==> src/rtl/gray_pixel_writer_pkg.sv <==
// rtl/gray_pixel_writer_pkg.sv - shared state encoding, pixel widths and default frame geometry
package gray_pixel_writer_pkg;

  typedef enum logic [1:0] {
    S_IDLE  = 2'd0,
    S_RUN   = 2'd1,
    S_DRAIN = 2'd2,
    S_DONE  = 2'd3
  } state_t;

  localparam int CH_W  = 4;
  localparam int PIX_W = 3 * CH_W;

  localparam int DEF_H_PIXELS   = 640;
  localparam int DEF_V_LINES    = 480;
  localparam int DEF_FIFO_DEPTH = 4;
  localparam int DEF_ADDR_W     = 19;

endpackage

==> src/rtl/gray_pixel_writer_fifo.sv <==
// rtl/gray_pixel_writer_fifo.sv - pixel_fifo: power-of-two synchronous FIFO with full/empty/count
module pixel_fifo #(
  parameter int DEPTH = 4,
  parameter int WIDTH = 12
) (
  input  logic                         clk,
  input  logic                         rst_n,
  input  logic                         i_push,
  input  logic [WIDTH-1:0]             i_data,
  input  logic                         i_pop,
  output logic [WIDTH-1:0]             o_data,
  output logic                         o_full,
  output logic                         o_empty,
  output logic [$clog2(DEPTH+1)-1:0]   o_count
);

  localparam int PTR_W = $clog2(DEPTH);
  localparam int CNT_W = $clog2(DEPTH + 1);
  localparam logic [CNT_W-1:0] FULL_CNT = CNT_W'(DEPTH);

  logic [WIDTH-1:0] r_mem [DEPTH];
  logic [PTR_W-1:0] r_wr_ptr;
  logic [PTR_W-1:0] r_rd_ptr;
  logic [CNT_W-1:0] r_count;
  logic             w_push;
  logic             w_pop;

  assign o_full  = (r_count == FULL_CNT);
  assign o_empty = (r_count == '0);
  assign o_count = r_count;
  assign o_data  = r_mem[r_rd_ptr];

  // Guards keep the FIFO consistent even if a caller ignores the flags.
  assign w_push = i_push && !o_full;
  assign w_pop  = i_pop && !o_empty;

  always_ff @(posedge clk) begin
    if (!rst_n) begin
      r_wr_ptr <= '0;
      r_rd_ptr <= '0;
      r_count  <= '0;
      for (int i = 0; i < DEPTH; i++) begin
        r_mem[i] <= '0;
      end
    end else begin
      if (w_push) begin
        r_mem[r_wr_ptr] <= i_data;
        r_wr_ptr        <= r_wr_ptr + 1'b1;
      end
      if (w_pop) begin
        r_rd_ptr <= r_rd_ptr + 1'b1;
      end
      case ({w_push, w_pop})
        2'b10:   r_count <= r_count + 1'b1;
        2'b01:   r_count <= r_count - 1'b1;
        default: r_count <= r_count;
      endcase
    end
  end

endmodule

==> src/rtl/gray_pixel_writer.sv <==
// rtl/gray_pixel_writer.sv - buffers ALU pixels and writes one RGB444 frame per start into a linear frame buffer
module gray_pixel_writer
  import gray_pixel_writer_pkg::*;
#(
  parameter int H_PIXELS   = DEF_H_PIXELS,
  parameter int V_LINES    = DEF_V_LINES,
  parameter int FIFO_DEPTH = DEF_FIFO_DEPTH,
  parameter int ADDR_W     = DEF_ADDR_W
) (
  input  logic              clk,
  input  logic              rst_n,
  input  logic              start,
  input  logic              in_valid,
  output logic              in_ready,
  input  logic [CH_W-1:0]   rData,
  input  logic [CH_W-1:0]   gData,
  input  logic [CH_W-1:0]   bData,
  output logic              mem_we,
  output logic [ADDR_W-1:0] mem_addr,
  output logic [PIX_W-1:0]  mem_wdata,
  input  logic              mem_ack,
  output logic              busy,
  output logic              frame_done
);

  localparam int TOTAL      = H_PIXELS * V_LINES;
  localparam int CNT_W      = $clog2(TOTAL + 1);
  localparam int FIFO_CNT_W = $clog2(FIFO_DEPTH + 1);
  localparam logic [CNT_W-1:0]  TOTAL_CNT = CNT_W'(TOTAL);
  localparam logic [CNT_W-1:0]  LAST_CNT  = CNT_W'(TOTAL - 1);
  localparam logic [ADDR_W-1:0] LAST_ADDR = ADDR_W'(TOTAL - 1);

  state_t                  r_state;
  state_t                  w_next;
  logic [CNT_W-1:0]        r_accept_cnt;
  logic [ADDR_W-1:0]       r_addr;

  logic                    w_active;
  logic                    w_push;
  logic                    w_pop;
  logic                    w_fifo_full;
  logic                    w_fifo_empty;
  logic [FIFO_CNT_W-1:0]   w_fifo_count;
  logic [PIX_W-1:0]        w_fifo_head;

  assign w_active = (r_state == S_RUN) || (r_state == S_DRAIN);

  // in_ready looks only at registered state, never at mem_ack.
  assign in_ready = (r_state == S_RUN) && !w_fifo_full && (r_accept_cnt < TOTAL_CNT);
  assign w_push   = in_valid && in_ready;

  assign mem_we     = w_active && !w_fifo_empty;
  assign mem_wdata  = w_fifo_head;
  assign mem_addr   = r_addr;
  assign w_pop      = mem_we && mem_ack;

  assign busy       = w_active;
  assign frame_done = (r_state == S_DONE);

  pixel_fifo #(
    .DEPTH (FIFO_DEPTH),
    .WIDTH (PIX_W)
  ) u_fifo (
    .clk     (clk),
    .rst_n   (rst_n),
    .i_push  (w_push),
    .i_data  ({rData, gData, bData}),
    .i_pop   (w_pop),
    .o_data  (w_fifo_head),
    .o_full  (w_fifo_full),
    .o_empty (w_fifo_empty),
    .o_count (w_fifo_count)
  );

  always_ff @(posedge clk) begin
    if (!rst_n) begin
      r_state <= S_IDLE;
    end else begin
      r_state <= w_next;
    end
  end

  always_comb begin
    w_next = r_state;
    case (r_state)
      S_IDLE: begin
        if (start) begin
          w_next = S_RUN;
        end
      end
      S_RUN: begin
        if (w_push && (r_accept_cnt == LAST_CNT)) begin
          w_next = S_DRAIN;
        end
      end
      S_DRAIN: begin
        // Leave on the edge that retires the last entry so frame_done follows the final ack directly.
        if (w_fifo_empty || ((w_fifo_count == FIFO_CNT_W'(1)) && w_pop)) begin
          w_next = S_DONE;
        end
      end
      S_DONE: begin
        w_next = S_IDLE;
      end
      default: begin
        w_next = S_IDLE;
      end
    endcase
  end

  always_ff @(posedge clk) begin
    if (!rst_n) begin
      r_accept_cnt <= '0;
      r_addr       <= '0;
    end else if ((r_state == S_IDLE) && start) begin
      r_accept_cnt <= '0;
      r_addr       <= '0;
    end else begin
      if (w_push) begin
        r_accept_cnt <= r_accept_cnt + 1'b1;
      end
      // The final pop leaves the address parked on the last pixel instead of running past the frame.
      if (w_pop && (r_addr != LAST_ADDR)) begin
        r_addr <= r_addr + 1'b1;
      end
    end
  end

endmodule

==> config.mk <==
export PLATFORM = sky130hd
export DESIGN_NAME = gray_pixel_writer
export DESIGN_NICKNAME = d
export VERILOG_FILES = /design/src/rtl/gray_pixel_writer_pkg.sv /design/src/rtl/gray_pixel_writer_fifo.sv /design/src/rtl/gray_pixel_writer.sv
export SDC_FILE = /design/constraint.sdc
export NUM_CORES = 1
export LEC_CHECK = 0
export BUFFER_PORTS_ARGS = -buffer_cell sky130_fd_sc_hd__buf_2
export CAP_MARGIN = 20
export CORE_ASPECT_RATIO = 0.6
export CORE_MARGIN = 3
export CORE_UTILIZATION = 35
export CTS_CLUSTER_DIAMETER = 200
export DETAILED_ROUTE_END_ITERATION = 6
export PLACE_DENSITY = 0.52
export SETUP_SLACK_MARGIN = 0.2
export SYNTH_ARGS = -nofsm -noshare
export SYNTH_HDL_FRONTEND = slang
export SYNTH_SLANG_ARGS = --single-unit
==> constraint.sdc <==
create_clock -name clk -period 2.8 [get_ports clk]
set_input_delay 0.56 -clock clk [delete_from_list [all_inputs] [get_ports clk]]
set_output_delay 0.56 -clock clk [all_outputs]
set_load 0.1 [all_outputs]
* Yosys cells after proc, flatten, opt, wreduce, memory -nomap -nowiden
Memories as Yosys holds them, arrays and structs flattened. A register that Yosys moved wholly into a read port is not among the register bits.
Index checks and enable logic that the tools add are counted.
** Operators by class
- Add/sub/neg operators :: 6
- Order comparisons :: 1
- Eq/ne operators :: 12
- Multiplexer cells :: 14
- Bitwise gates (word level) :: 1
- Reductions and logical operators :: 21
** Operator list (count)
- 19-bit by 1-bit adder with 19-bit output, second input constant :: 2
- 19-bit == test, second input constant :: 1
- 19-bit less-than comparator, second input constant :: 1
- 19-bit inequality test, second input constant :: 1
- 12-bit 2-to-1 mux :: 1
- 2-bit 2-to-1 mux :: 6
- 12-bit OR reduction :: 1
- 1-bit logical AND :: 11
- 2-bit case mux with 4 select lines :: 1
- 2-bit == test, second input constant :: 3
- 3-bit case mux with 2 select lines :: 1
- 1-bit 2-to-1 mux :: 5
- 2-bit by 1-bit adder with 2-bit output, second input constant :: 2
- 2-bit by 1-bit == test with 1-bit output, second input constant :: 2
- 2-bit by 1-bit inequality test with 1-bit output, second input constant :: 2
- 3-bit by 1-bit adder with 3-bit output, second input constant :: 1
- 3-bit by 1-bit == test with 1-bit output, second input constant :: 1
- 3-bit == test, second input constant :: 1
- 3-bit logical NOT :: 1
- 3-bit AND reduction :: 1
- 3-bit by 1-bit subtractor with 3-bit output, second input constant :: 1
- 1-bit logical NOT :: 2
- 2-bit logical NOT :: 1
- 1-bit logical OR :: 2
- 4 further kinds :: 4
** Word-level totals
- Register bits :: 47
- Bits in writable memories :: 48
- Input port bits :: 17
- Logic and storage cells :: 62
- Memories :: 1
** Memory list
- u_fifo.r_mem :: depth 4, width 12, rd ports 1, clocked after memory_dff 1, write ports 4, line gray_pixel_writer_fifo.sv:21 : logic [WIDTH-1:0] r_mem [DEPTH];

* Logic depth before layout (Yosys ltp)
Gate-level depths: netlist (run 1).
- Depth in word-level cells :: 11
- Gate-level depth with buffers :: 10

* Modules after synthesis
A second synthesis (run 1) with hierarchy kept.
** Unflattened totals
- Cell total of the unflattened synthesis :: 407
- Area total of the unflattened synthesis :: 4764.6 um^2
** By module, submodules not included
- pixel_fifo :: instances 1, cells each 168, area an instance 2622.5 um^2
- gray_pixel_writer :: instances 1, cells each 239, area an instance 2142.1 um^2

* Worst setup path before layout (run 1)
Ideal clock, no wire load.
- Kind :: reg2out
- From :: reg r_state[0]
- To :: out mem_we
- Data arrival time :: 2.791 ns
- Slack :: -0.551 ns
- Stages on the path, launching flop included :: 4
- Path buffers :: 0
- Path through :: dfxtp_1 -> inv_1 -> ha_1 -> nor2b_1
** Between the ends
- Longest elaborated chain between the ends :: 3
- Elaborated cells on any way between the ends :: 4
** Ends and longest elaborated chain
- start, declared :: line gray_pixel_writer.sv:33 : state_t r_state;
- start signal, assigned :: line gray_pixel_writer.sv:79 : r_state <= w_next;
- 2-bit by 1-bit == test with 1-bit output / 2-bit == test (equally long branches) :: line gray_pixel_writer.sv:46 : assign w_active = (r_state == S_RUN) || (r_state == S_DRAIN);
- 1-bit logical OR * :: line gray_pixel_writer.sv:46
- via busy :: line gray_pixel_writer.sv:22 : output logic busy,
- 1-bit logical AND * :: line gray_pixel_writer.sv:52 : assign mem_we = w_active && !w_fifo_empty;
- end, declared :: line gray_pixel_writer.sv:18 : output logic mem_we,
Mark *: on every way through the listed nets, which the timed path passes. The rest lies on a longest branch.

* Worst setup path in the final report (run 1)
- From :: reg r_state[1]
- To :: out in_ready
** Between the ends
- Longest elaborated chain between the ends :: 3
** Ends and longest elaborated chain
- 2-bit by 1-bit == test with 1-bit output :: line gray_pixel_writer.sv:49 : assign in_ready = (r_state == S_RUN) && !w_fifo_full && (r_accept_cnt < TOTAL_CNT);
- 1-bit logical AND (2 in a row) :: line gray_pixel_writer.sv:49
- end, declared :: line gray_pixel_writer.sv:14 : output logic in_ready,
Every way passes these cells.

==> results of run 1 <==
==> path summary, 6_finish.rpt <==
kind,start,end,slack (ns),cells after the start
worst max-delay path,r_state[1],in_ready,0.39,5
worst min-delay path,r_state[1],r_state[1],0.49,2
worst max register to register,r_state[1],u_fifo.o_count[2],0.45,8
worst min register to register,r_state[1],r_state[1],0.49,2
==> worst reg2reg max path, cell delays in order, from the launching register on <==
cell       delay, ns
dfxtp_1         0.33
inv_1           0.14
ha_1            0.33
o2111ai_4       0.26
clkinv_4        0.15
nand2_1         0.16
ha_1            0.38
or3_1           0.36
a21oi_1         0.17
==> registers in the layout, summed over array words and instances (netlist names), named ones only <==
signal           count
u_fifo.r_mem        48
u_fifo.r_rd_ptr      2
mem_addr            19
u_fifo.r_wr_ptr      2
r_state              2
r_accept_cnt        19
u_fifo.o_count       3
==> routing by layer <==
layer	vias to the layer above	share of wire, %	GRT usage (%)
met3	11	2.9	3.53
met2	30	43	21.0
met1	1511	53	20.6
met4	0	0.98	3.75
met5	-	0	0
li1	1551	-	-
==> cell usage in the layout (no fill, tap or decap), types with 6 or more instances in the layout <==
cell | synthesis | routed
xnor2_1 | 17 | 17
clkbuf_16 | 0 | 9
and2_1 | 50 | 50
dfxtp_1 | 49 | 49
xor2_1 | 22 | 22
nand2_1 | 24 | 24
nor2_1 | 49 | 49
nand3_1 | 15 | 15
ha_1 | 12 | 11
edfxtp_1 | 48 | 48
a211oi_1 | 6 | 6
buf_2 | 5 | 50
and3_1 | 6 | 6
mux4_2 | 12 | 12
buf_4 | 0 | 14
inv_1 | 8 | 8
nand4_1 | 13 | 13
==> per-stage QoR <==
step	cell area [um2]	setup slack, ns	util, %	hold slack (ns)	power, mW
floorplan	4590	0.0532	-	0.466	2.75
global placement	5070	0.427	40.8	0.479	2.97
global route	5350	0.219	43.1	0.536	4.28
detailed placement	5070	0.328	40.8	0.488	2.98
finish	5350	0.390	43.1	0.494	4.08
CTS	5340	0.242	43.0	0.497	4.12
==> what timing repair did <==
action | 4_1_cts | 5_1_grt
setup endpoints to repair | 1 | 2
buffers inserted | 0 | 1
gates resized for setup | 1 | 2
pin swaps | 0 | 0
==> kinds of logic (layout without fill, tap and decap cells) <==
logic type,count (synthesis),after routing,share of synthesized area (%)
AOI/OAI and AO/OA,30,30,5.17
buffers and inverters,25,90,2.35
DFF,97,97,53.0
muxes,15,15,6.57
and+or+nand+nor,186,186,22.2
adders and majority gates,12,12,3.28
xor gates and xnor gates,39,39,7.47
==> area by class of cell <==
class / count / area, um2 / area share, %
clock buffer: 11 / 233 / 4.35
clock inverter: 5 / 32.5 / 0.608
multi-input combinational: 282 / 2060 / 38.5
tap: 165 / 206 / 3.86
sequential: 97 / 2420 / 45.3
inverter: 10 / 42.5 / 0.795
timing repair buffer: 64 / 355 / 6.64
==> report_power, final <==
part | internal, mW | total, mW | switching (mW)
sequential | 1.59 | 1.64 | 0.0535
combinational | 0.367 | 1.32 | 0.955
clock | 0.600 | 1.11 | 0.511
total | 2.56 | 4.08 | 1.52
==> results by group, run 1 <==
Min path
  – Hold/Removal Path Class: flip-flop to flip-flop

Layout
  – P&R area growth vs syn: 17.0%
  – Finished Layout Cells: 634
  – Fillers: 1191
  – Layout Nets: 493
  – Layout cells sized above 1: 21.3%
  – # diodes: 0

Placed design
  – Placed cells: 617
  – Input/output buffers: 51
  – Routability cong.: 0.713
  – Final HPWL from detailed placement: 6900 um

Floorplan
  – Ports: 52
  – Die H: 94.5 um
  – Core area: 12400 um2
  – Initial Util: 36.8%
  – Die ar.: 14500 um2
  – Core Rows: 31
  – Die Span X: 154 um

Synthesis
  – Yosys reg bits: 97
  – Synth Cell Area: 4570 um2
  – Yosys warns: 0
  – Post-Synthesis Cells: 404
  – Syn_nets: 433
  – Ys async rst share: 0%
  – Syn_area_per_cell: 11.3 um2
  – Number of distinct library cells after synthesis: 47
  – Post-synth EDFFs: 48
  – Largest cells by area after synthesis: edfxtp_1 (32%), dfxtp_1 (21%), and2_1 (6.8%), mux4_2 (5.9%), xor2_1 (4.2%)
  – Yosys top cell area share: 31.5%
  – Top_reg_cell synth: dfxtp_1
  – Most numerous cell in the Yosys netlist: and2_1
  – Commonest cells in the netlist: and2_1 (50), dfxtp_1 (49), nor2_1 (49), edfxtp_1 (48), nand2_1 (24)
  – Register area share after synthesis: 53.0%
  – Cell taking the most area after synthesis: edfxtp_1

Route
  – Pre-antenna DRT Iters: 4
  – Vias: 3103
  – Avg WL per Cell: 15.2 um
  – Initial DRC Count: 136
  – DRT antenna net count: 0
  – Post-detailed-routing wire length: 9660 um
  – Vias/cell: 4.89
  – Residual DRC: 0

Clock network
  – TritonCTS Buffers: 9
  – CTS Hold Bufs: 0
  – Clock insertion delay at the later pin of the skew report: 0.34 ns
  – H-tree depth: 3
  – Root Driver: clkbuf_16
  – CTS Sinks: 97
  – Clock Tree Buf Depth: 2
  – TritonCTS clock tree: yes
  – Clk pin slew, worst setup/hold paths: 0.06 ns

Timing
  – Final setup violation count: 0
  – RSZ-0062 raised after global routing: no
  – Slew margin rel.: 57.6%
  – Slew @ Worst Pin: 0.635 ns
  – Final hold viol count: 0
  – Layout Skew: 0.00886 ns
  – Ratio of final minimum period to clock period: 86.1%
  – Slew Viols, Final: 0
  – Total negative slack: 0 ns
  – Fmax: 415 MHz
  – Period minus WS final: 2.41 ns

Worst setup path
  – Worst path arrival time: 1.85 ns
  – Worst path bufs/invs: 3
  – Crit start category: flip-flop
  – Critical-path cell list: inv_1, ha_1, o2111ai_4, clkinv_4, buf_4
  – Worst path max stage delay: 0.33 ns
  – Slowest CP cell: dfxtp_1
  – Cell family with most CP delay: buffers and inverters
  – Crit Path Class: flip-flop to output port
  – Setup crit end kind: output port
  – Crit Path Max Fanout: 10
  – Critical path required time: 2.24 ns

Global routing
  – Initial antenna violation count: 0
  – GRT Residual Overflow: 0
  – Total GRT Usage: 14.1%
  – Vias in the first global route: 3093
  – First-pass GRT wire length: 16200 um
  – Maximum number of pins on one net before global-route repair: 20

Job
  – Max Cap Violations: 0

Power
  – Leak Pwr: 1.97 nW
  – PD cells: 762 nW/um2
  – Worst VDD drop: 0.278 mV

Outcome
  – Status: finished clean
No activity file was read; power rests on OpenSTA's default activity.
==> run 2, diff against run 1 <==
--- a/config.mk
+++ b/config.mk
@@ -9,10 +9,10 @@
 export CAP_MARGIN = 20
 export CORE_ASPECT_RATIO = 0.6
 export CORE_MARGIN = 3
-export CORE_UTILIZATION = 35
+export CORE_UTILIZATION = 53
 export CTS_CLUSTER_DIAMETER = 200
 export DETAILED_ROUTE_END_ITERATION = 6
-export PLACE_DENSITY = 0.52
+export PLACE_DENSITY = 0.74
 export SETUP_SLACK_MARGIN = 0.2
 export SYNTH_ARGS = -nofsm -noshare
 export SYNTH_HDL_FRONTEND = slang
==> run 2 against run 1 <==
  * First-iteration DRC count grew 79%
  * Critical path depth increased by 1
  * Critical path type unchanged
  * Sequential power hardly changed
  * Largest power group unchanged
  * Non-clock buffer count shrank 2
  * Via count about the same
  * Clock skew decreased by 0.0058 ns
  * Combinational power barely moved
  * Largest cell class unchanged
  * Final cell count fell by 9.3%
  * Maximum frequency down 2.5%
==> results by group, run 2 (synthesis gave the netlist of run 1 again) <==
Route
  – Avg WL per Cell: 16.2 um (+6.4%)
  – Residual DRC: 0 (unchanged)
  – DRT antenna net count: 0 (unchanged)
  – Post-detailed-routing wire length: 9320 um (-3.5%)
  – Initial DRC Count: 243 (+79%)
  – Vias/cell: 5.39 (+10%)
  – Vias: 3102 (-0.032%)
  – Pre-antenna DRT Iters: 4 (unchanged)

Global routing
  – Initial antenna violation count: 0 (unchanged)
  – GRT Residual Overflow: 0 (unchanged)
  – Vias in the first global route: 3111 (+0.58%)
  – Maximum number of pins on one net before global-route repair: 21 (+5.0%)
  – Total GRT Usage: 20.6% (+6.4 points)
  – First-pass GRT wire length: 15900 um (-2.0%)

Timing
  – Period minus WS final: 2.47 ns (+0.0624 ns)
  – Total negative slack: 0 ns (unchanged)
  – Slew Viols, Final: 0 (unchanged)
  – Final hold viol count: 0 (unchanged)
  – Ratio of final minimum period to clock period: 88.3% (+2.2 points)
  – Slew margin rel.: 48.1% (-9.5 points)
  – Layout Skew: 0.00308 ns (-0.00578 ns)
  – Fin worst setup slack: 0.327 ns (-0.0624 ns)
  – RSZ-0062 raised after global routing: no
  – Slew @ Worst Pin: 0.777 ns (+0.142 ns)
  – Final setup violation count: 0 (unchanged)
  – Fmax: 404 MHz (-2.5%)

Layout
  – Most frequent cells in the layout: and2_1 (50), buf_2 (50), nor2_1 (49), dfxtp_1 (49), edfxtp_1 (48)
  – Most flops, register: u_fifo.r_mem
  – Final Util: 64.9% (+22 points)
  – P&R area growth vs syn: 15.5%
  – Layout Nets: 491 (-0.41%)
  – Final instance area: 5280 um2 (-1.3%)
  – # diodes: 0 (unchanged)
  – Max FFs per register: 48 (unchanged)
  – Layout cells sized above 1: 21.4% (+0.091 points)

Job
  – Max Cap Violations: 0 (unchanged)

Placed design
  – Routability cong.: 0.864 (+21%)
  – Input/output buffers: 51 (unchanged)
  – Pre-CTS setup slack: 0.326 ns (-0.00216 ns)
  – Dpl cell area: 5000 um2 (-1.3%)
  – Final HPWL from detailed placement: 6550 um (-5.1%)

Clock network
  – CTS Hold Bufs: 0 (unchanged)
  – Root Driver: clkbuf_16
  – Clock Tree Buf Depth: 2 (unchanged)
  – TritonCTS Buffers: 9 (unchanged)
  – TritonCTS clock tree: yes
  – Clock insertion delay at the later pin of the skew report: 0.34 ns (about the same)
  – Clk pin slew, worst setup/hold paths: 0.06 ns (about the same)
  – CTS Sinks: 97 (unchanged)
  – H-tree depth: 3 (unchanged)

Floorplan
  – Die ar.: 9820 um2 (-32%)
  – Die H: 78.0 um (-18%)
  – Core area: 8130 um2 (-34%)
  – Ports: 52 (unchanged)
  – Die Span X: 126 um (-18%)
  – Core Rows: 25 (-19%)
  – Initial Util: 56.2% (+19 points)

Power
  – PD cells: 775 nW/um2 (+1.7%)
  – Leak Pwr: 1.98 nW (+0.24%)
  – Worst VDD drop: 0.364 mV (+31%)

Worst setup path
  – Critical path required time: 2.24 ns (about the same)
  – Worst path bufs/invs: 3 (unchanged)
  – Crit Path Class: flip-flop to output port
  – Setup crit end kind: output port
  – Worst path max stage delay: 0.39 ns (+0.06 ns)
  – Crit Path Max Fanout: 14 (+4)
  – Cell family with most CP delay: buffers and inverters
  – Slowest CP cell: dfxtp_1
  – Crit start category: flip-flop
  – Worst path arrival time: 1.91 ns (+0.06 ns)
  – Critical-path cell list: inv_1, ha_1, nand2_1, o2111ai_4, inv_4, buf_4

Min path
  – Hold/Removal Path Class: flip-flop to flip-flop

Outcome
  – Status: finished clean
==> run 2: cell count changes in the layout (fill, tap and decap cells not counted) <==
cell      change
buf_4         -3
clkinv_4      -2
clkbuf_1      -2
buf_12        +1
clkbuf_8      +1
clkinv_2      +2
inv_4         +1
==> run 2: per-stage QoR <==
step                      hold slack, ns  power (mW)  instances
after floorplan                    0.466        2.75        404
after global placement             0.483        2.95        559
after detailed placement           0.504        2.98        559
after CTS                          0.509        4.12        575
after global routing               0.523        4.28        575
final                              0.506        4.09        575
==> run 2: cell type report <==
cell class                 count  area [um2]
fill                         657        2850
clock inverter                 6        33.8
multi-input combinational    282        2060
clock buffer                  10         239
timing repair buffer          62         353
sequential                    97        2420
tap                          108         135
inverter                      10        40.0
==> run 2: worst paths after layout <==
| kind | from | end | slack, ns | cells past startpoint |
|---|---|---|---|---|
| worst min-delay path | r_state[1] | r_state[1] | 0.51 | 2 |
| worst min register to register | r_state[1] | r_state[1] | 0.51 | 2 |
| worst max-delay path | u_fifo.o_count[0] | in_ready | 0.33 | 6 |
| worst max register to register | u_fifo.o_count[0] | u_fifo.o_count[2] | 0.39 | 9 |
==> run 2: per-layer routing <==
layer  wire length, um  GRT usage [%]  vias up
met3               428           4.75       11
met1              4640           29.2     1482
met2              4130           30.9       62
li1                  -              -     1547
met4               114           7.60        0
met5                 0              0        -
==> run 2: report_power, final <==
group / switching, mW / internal (mW)
Sequential: 0.0537 / 1.59
Combinational: 0.954 / 0.362
Clock: 0.515 / 0.618
==> run 2: tightest hold or removal path, delay by kind of cell (launching register included) <==
family | cells | cell delay (ns)
flops | 1 | 0.34
simple gates | 1 | 0.07
mux | 1 | 0.05
==> run 2: repair_timing <==
item | 4_1_cts | 5_1_grt
pin swaps | 0 | 0
resized for setup | 1 | 1
setup buffers | 0 | 0
endpoints found under the hold margin | 0 | 0
setup endpoints to repair | 1 | 2
